`src/rtl/alu_acc_pkg.sv`:
```
// alu_acc_pkg: opcodes, ALU function codes and FSM states
// shared by alu_acc_ctrl and alu_acc_dec.
package alu_acc_pkg;

  localparam logic [2:0] OP_LOAD = 3'd0;
  localparam logic [2:0] OP_ADD  = 3'd1;
  localparam logic [2:0] OP_SUB  = 3'd2;
  localparam logic [2:0] OP_AND  = 3'd3;
  localparam logic [2:0] OP_OR   = 3'd4;
  localparam logic [2:0] OP_SHR  = 3'd5;
  localparam logic [2:0] OP_SHL  = 3'd6;
  localparam logic [2:0] OP_PEEK = 3'd7;

  // SHR shares the idle code; the ALU shifts right on 0
  localparam logic [4:0] F_NONE = 5'b00000;
  localparam logic [4:0] F_SHR  = 5'b00000;
  localparam logic [4:0] F_ADD  = 5'b00010;
  localparam logic [4:0] F_SUB  = 5'b00011;
  localparam logic [4:0] F_AND  = 5'b01000;
  localparam logic [4:0] F_OR   = 5'b01100;
  localparam logic [4:0] F_SHL  = 5'b10000;

  typedef enum logic [1:0] {
    ST_IDLE = 2'd0,
    ST_EXEC = 2'd1,
    ST_EMIT = 2'd2
  } state_e;

endpackage

```
`src/rtl/alu_acc_dec.sv`:
```
// alu_acc_dec: opcode to ALU function code decoder.
// uses_alu_o marks opcodes whose result comes from alu_y.
module alu_acc_dec
  import alu_acc_pkg::*;
(
  input  logic [2:0] op_i,
  output logic [4:0] f_o,
  output logic       uses_alu_o
);

  // map each opcode to its function code
  always_comb begin
    f_o        = F_NONE;
    uses_alu_o = 1'b1;
    case (op_i)
      OP_ADD:  f_o = F_ADD;
      OP_SUB:  f_o = F_SUB;
      OP_AND:  f_o = F_AND;
      OP_OR:   f_o = F_OR;
      OP_SHR:  f_o = F_SHR;
      OP_SHL:  f_o = F_SHL;
      default: begin
        f_o        = F_NONE;
        uses_alu_o = 1'b0;
      end
    endcase
  end

endmodule

```
`src/rtl/alu_acc_ctrl.sv`:
```
// alu_acc_ctrl: accumulator controller around an external ALU.
// Define ALU_ACC_CTRL_FLAGS_EN to add flag_z/flag_c outputs.
module alu_acc_ctrl
  import alu_acc_pkg::*;
(
  input  logic       clk,
  input  logic       rst,
  input  logic       in_valid,
  output logic       in_ready,
  input  logic [2:0] in_op,
  input  logic [3:0] in_data,
  output logic [3:0] alu_a,
  output logic [3:0] alu_b,
  output logic [4:0] alu_f,
  input  logic [3:0] alu_y,
  output logic       out_valid,
  input  logic       out_ready,
  output logic [3:0] out_data,
  output logic       busy
`ifdef ALU_ACC_CTRL_FLAGS_EN
  ,
  output logic       flag_z,
  output logic       flag_c
`endif
);

  state_e     state_q, state_d;
  logic [3:0] acc_q, acc_d;
  logic [3:0] opd_q, opd_d;
  logic [2:0] op_q, op_d;
  logic [4:0] dec_f;
  logic       dec_alu;
  logic       in_fire;
  logic       exec;

  alu_acc_dec u_dec (
    .op_i       (op_q),
    .f_o        (dec_f),
    .uses_alu_o (dec_alu)
  );

  assign in_fire = in_valid & in_ready;
  assign exec    = (state_q == ST_EXEC);

  // state and datapath registers
  always_ff @(posedge clk) begin
    if (rst) begin
      state_q <= ST_IDLE;
      acc_q   <= 4'd0;
      opd_q   <= 4'd0;
      op_q    <= 3'd0;
    end else begin
      state_q <= state_d;
      acc_q   <= acc_d;
      opd_q   <= opd_d;
      op_q    <= op_d;
    end
  end

  // next state: one EXEC cycle, EMIT until taken
  always_comb begin
    state_d = state_q;
    case (state_q)
      ST_IDLE: if (in_fire)   state_d = ST_EXEC;
      ST_EXEC:                state_d = ST_EMIT;
      ST_EMIT: if (out_ready) state_d = ST_IDLE;
      default:                state_d = ST_IDLE;
    endcase
  end

  // handshake and ALU control outputs
  always_comb begin
    in_ready  = (state_q == ST_IDLE);
    busy      = (state_q != ST_IDLE);
    out_valid = (state_q == ST_EMIT);
    alu_f     = exec ? dec_f : F_NONE;
  end

  assign alu_a    = acc_q;
  assign alu_b    = opd_q;
  assign out_data = acc_q;

  // latch the instruction, then update acc in EXEC
  always_comb begin
    op_d  = op_q;
    opd_d = opd_q;
    acc_d = acc_q;
    if (in_fire) begin
      op_d  = in_op;
      opd_d = in_data;
    end
    if (exec) begin
      if (dec_alu)
        acc_d = alu_y;
      else if (op_q == OP_LOAD)
        acc_d = opd_q;
    end
  end

`ifdef ALU_ACC_CTRL_FLAGS_EN
  logic z_q, z_d;
  logic c_q, c_d;

  // flags follow the new acc; PEEK holds them
  always_comb begin
    z_d = z_q;
    c_d = c_q;
    if (exec && op_q != OP_PEEK) begin
      z_d = (acc_d == 4'd0);
      case (op_q)
        OP_ADD:
          c_d = ({1'b0, acc_q} + {1'b0, opd_q})
                > 5'd15;
        OP_SUB:  c_d = (acc_q < opd_q);
        OP_SHL:  c_d = acc_q[3];
        OP_SHR:  c_d = acc_q[0];
        default: c_d = 1'b0;
      endcase
    end
  end

  // flag registers, updated alongside acc
  always_ff @(posedge clk) begin
    if (rst) begin
      z_q <= 1'b0;
      c_q <= 1'b0;
    end else begin
      z_q <= z_d;
      c_q <= c_d;
    end
  end

  assign flag_z = z_q;
  assign flag_c = c_q;
`endif

endmodule

```
`config.mk`:
```
export PLATFORM = sky130hd
export DESIGN_NAME = alu_acc_ctrl
export DESIGN_NICKNAME = d
export VERILOG_FILES = /design/src/rtl/alu_acc_pkg.sv /design/src/rtl/alu_acc_dec.sv /design/src/rtl/alu_acc_ctrl.sv
export SDC_FILE = /design/constraint.sdc
export NUM_CORES = 1
export LEC_CHECK = 0
export ABC_AREA = 1
export CAP_MARGIN = 25
export CELL_PAD_IN_SITES_DETAIL_PLACEMENT = 0
export CELL_PAD_IN_SITES_GLOBAL_PLACEMENT = 1
export CORE_MARGIN = 2
export CORE_UTILIZATION = 28
export DETAILED_ROUTE_END_ITERATION = 10
export PLACE_DENSITY = 0.8
export SYNTH_ARGS = -nofsm -noshare
export SYNTH_HDL_FRONTEND = slang
export SYNTH_HIERARCHICAL = 1
export SYNTH_SLANG_ARGS = --single-unit
```
`constraint.sdc`:
```
create_clock -name clk -period 2.2 [get_ports clk]
set_input_delay 0.44 -clock clk [delete_from_list [all_inputs] [get_ports clk]]
set_output_delay 0.44 -clock clk [all_outputs]
set_load 0.05 [all_outputs]
```
==> results.sh <==
export IMPL_status="finished clean"
export IMPL_total_leakage_power_nw=0.524
export IMPL_ys_ff_latch=13
export IMPL_cts_tree="done"
export IMPL_vdd_drop_max_uv=405
export IMPL_pre_cts_slack_ns=0.414
export IMPL_antenna_found_initial=0
export IMPL_timing_final_hold_violations=0
export IMPL_diodes=0
export IMPL_drt_iter0_drc=4
export IMPL_synth_top_area_frac=0.342
export IMPL_fmax_ghz=0.482
export IMPL_clk_pin_slew_ns=0.08
export IMPL_syn_inst=117
export IMPL_end_kind="output port"
export IMPL_wl_per_cell_microns=8.97
export IMPL_grt_pass1_vias=656
export IMPL_cts_buffer_depth=2
export IMPL_final_cells=178
export IMPL_min_from="alu_b[0]"
export IMPL_h_tree_depth=1
export IMPL_grt_max_degree=15
export IMPL_core_area_sq_um=2520
export IMPL_finalPower_mw=0.706
export IMPL_drt_total_wl_mm=1.60
export IMPL_crit_family="buffers and inverters"
export IMPL_cts_resized=0
export IMPL_die_area_sq_um=3150
export IMPL_setup_viol=0
export IMPL_syn_avg_cell_area_sq_um=6.51
export IMPL_setup_ws_ns=0.124
export IMPL_synth_top_cell_by_area="dfxtp_1"
export IMPL_routabilityCongestion=0.672
export IMPL_maxSlewViolCount=0
export IMPL_cts_root_buf="clkbuf_4"
export IMPL_synth_net_count=132
export IMPL_dpl_hpwl_mm=1.33
export IMPL_ant_nets=0
export IMPL_final_area_sq_um=1160
export IMPL_rsz0062_at_grt="no"
export IMPL_start_util=0.302
export IMPL_critPathKind="reg -> out"
export IMPL_max_slew_margin_rel=0.658
export IMPL_area_growth_syn_to_layout_pct=51.9
export IMPL_hold_class="reg -> reg"
export IMPL_skew_ns=0.00183
export IMPL_fin_nets=164
export IMPL_synthDistinctLibCells=14
export IMPL_period_share=0.944
export IMPL_floorplan_io_pins=35
export IMPL_die_w_microns=56.2
export IMPL_tns_ns=0
export IMPL_ctsHoldBuffers=0
export IMPL_clock_latency_ns=0.27
export IMPL_dr_total_vias=745
export IMPL_arrival_ns=1.64
export IMPL_synth_area_leaders="dfxtp_1 (34%), nor2_1 (12%), inv_1 (12%)"
export IMPL_post_cts_buffers=0
export IMPL_portBuffers=34
export IMPL_ys_seq_area_frac=0.342
export IMPL_critical_path_buf_inv_count=2
export IMPL_via_per_inst=4.19
export IMPL_path_cells="nor2_4, inv_1, clkdlybuf4s50_1"
export IMPL_clock_sinks=13
export IMPL_rows=18
export IMPL_grt_pass1_wl_mm=2.70
export IMPL_startpoint_type="flop"
export IMPL_crit_path_top_delay_cell="clkdlybuf4s50_1"
export IMPL_synth_area_sq_um=762
export IMPL_power_density_nw_per_um2=610
export IMPL_yosysWarnings=6
export IMPL_drive_gt1_frac=0.149
export IMPL_tightest_slew_ns=0.511
export IMPL_crit_fanout=3
export IMPL_grt_overflow=0
export IMPL_grtUsageTotal=0.107
export IMPL_drv_cap=0
export IMPL_timing_rr_start="op_q[0]"
export IMPL_placed_cells=174
export IMPL_drc=0
export IMPL_fin_crit_ns=2.08
export IMPL_crit_start="state_q[1]"
export IMPL_placed_cell_area_sq_um=1130
export IMPL_fillerInstances=270
export IMPL_critical_path_max_stage_delay_ns=0.79
export IMPL_required_ns=1.76
export IMPL_cts_made_buffers=3
export IMPL_first_pass_iters=3
export IMPL_die_h_microns=56.2
[tightest hold or removal path: stages (launching register included)]
cell and delay (ns):
dfxtp_1 0.32, inv_1 0.07, a21oi_1 0.06
[layout by cell type (no fill, tap or decap)]
master | synthesis | routed
inv_2 | 3 | 3
nand2_4 | 1 | 1
a21oi_2 | 3 | 3
clkbuf_1 | 0 | 1
a21oi_1 | 7 | 7
clkdlybuf4s50_1 | 0 | 28
nand3_1 | 9 | 9
dfxtp_1 | 13 | 13
nor2_1 | 25 | 25
nand2_1 | 16 | 16
buf_12 | 0 | 5
clkbuf_4 | 0 | 3
inv_1 | 24 | 24
buf_4 | 6 | 1
o21ai_0 | 3 | 3
o21ai_2 | 4 | 4
nor2_4 | 2 | 2
[registers in the layout, indices dropped and copies added, names as in the netlist]
signal / cells
alu_b: 4
op_q: 3
state_q: 2
alu_a: 4
[per-stage QoR]
| stage | hold slack [ns] | utilization |
|---|---|---|
| 2_1_floorplan | 0.493 | - |
| 3_3_place_gp | 0.470 | 0.448 |
| 3_5_place_dp | 0.472 | 0.448 |
| 4_1_cts | 0.487 | 0.459 |
| 5_1_grt | 0.517 | 0.459 |
| 6_report | 0.480 | 0.459 |
[cells by family (layout without fill, tap and decap cells)]
logic type,Yosys count,after routing,share of synthesized area
AOI/OAI and AO/OA,17,17,0.146
buffers and inverters,34,65,0.207
DFF,13,13,0.342
and+or+nand+nor,53,53,0.305
[Yosys cell counts]
cell type / instances
a21oi_1: 7
a21oi_2: 3
buf_4: 6
buf_6: 1
dfxtp_1: 13
inv_1: 24
inv_2: 3
nand2_1: 16
nand2_4: 1
nand3_1: 9
nor2_1: 25
nor2_4: 2
o21ai_0: 3
o21ai_2: 4
[metal layers]
metal,vias up,share of wire,track usage
li1,407,-,-
met1,315,0.49,0.142
met2,21,0.45,0.165
met3,2,0.046,0.0279
met4,0,0.012,0.0408
met5,-,0,0
[final timing paths]
path,end,slack (ns),cells after the start
worst min-delay path,alu_b[0],0.48,2
worst max register to register,alu_a[1],0.75,7
worst min register to register,alu_b[0],0.48,2
worst max-delay path,busy,0.12,3
[where the power goes]
part	internal [mW]	switching, mW	total [mW]
Clock	0.0702	0.0767	0.147
Sequential	0.255	0.0179	0.273
Combinational	0.106	0.181	0.286
Total	0.431	0.275	0.706
[area by class of cell]
class / count / area (sq um) / area share
timing repair buffer: 34 / 388 / 0.335
sequential: 13 / 260 / 0.225
tap: 30 / 37.5 / 0.0324
inverter: 27 / 101 / 0.0876
clock buffer: 4 / 26.3 / 0.0227
multi-input combinational: 70 / 344 / 0.297
Power figures use the tool's default switching activity.
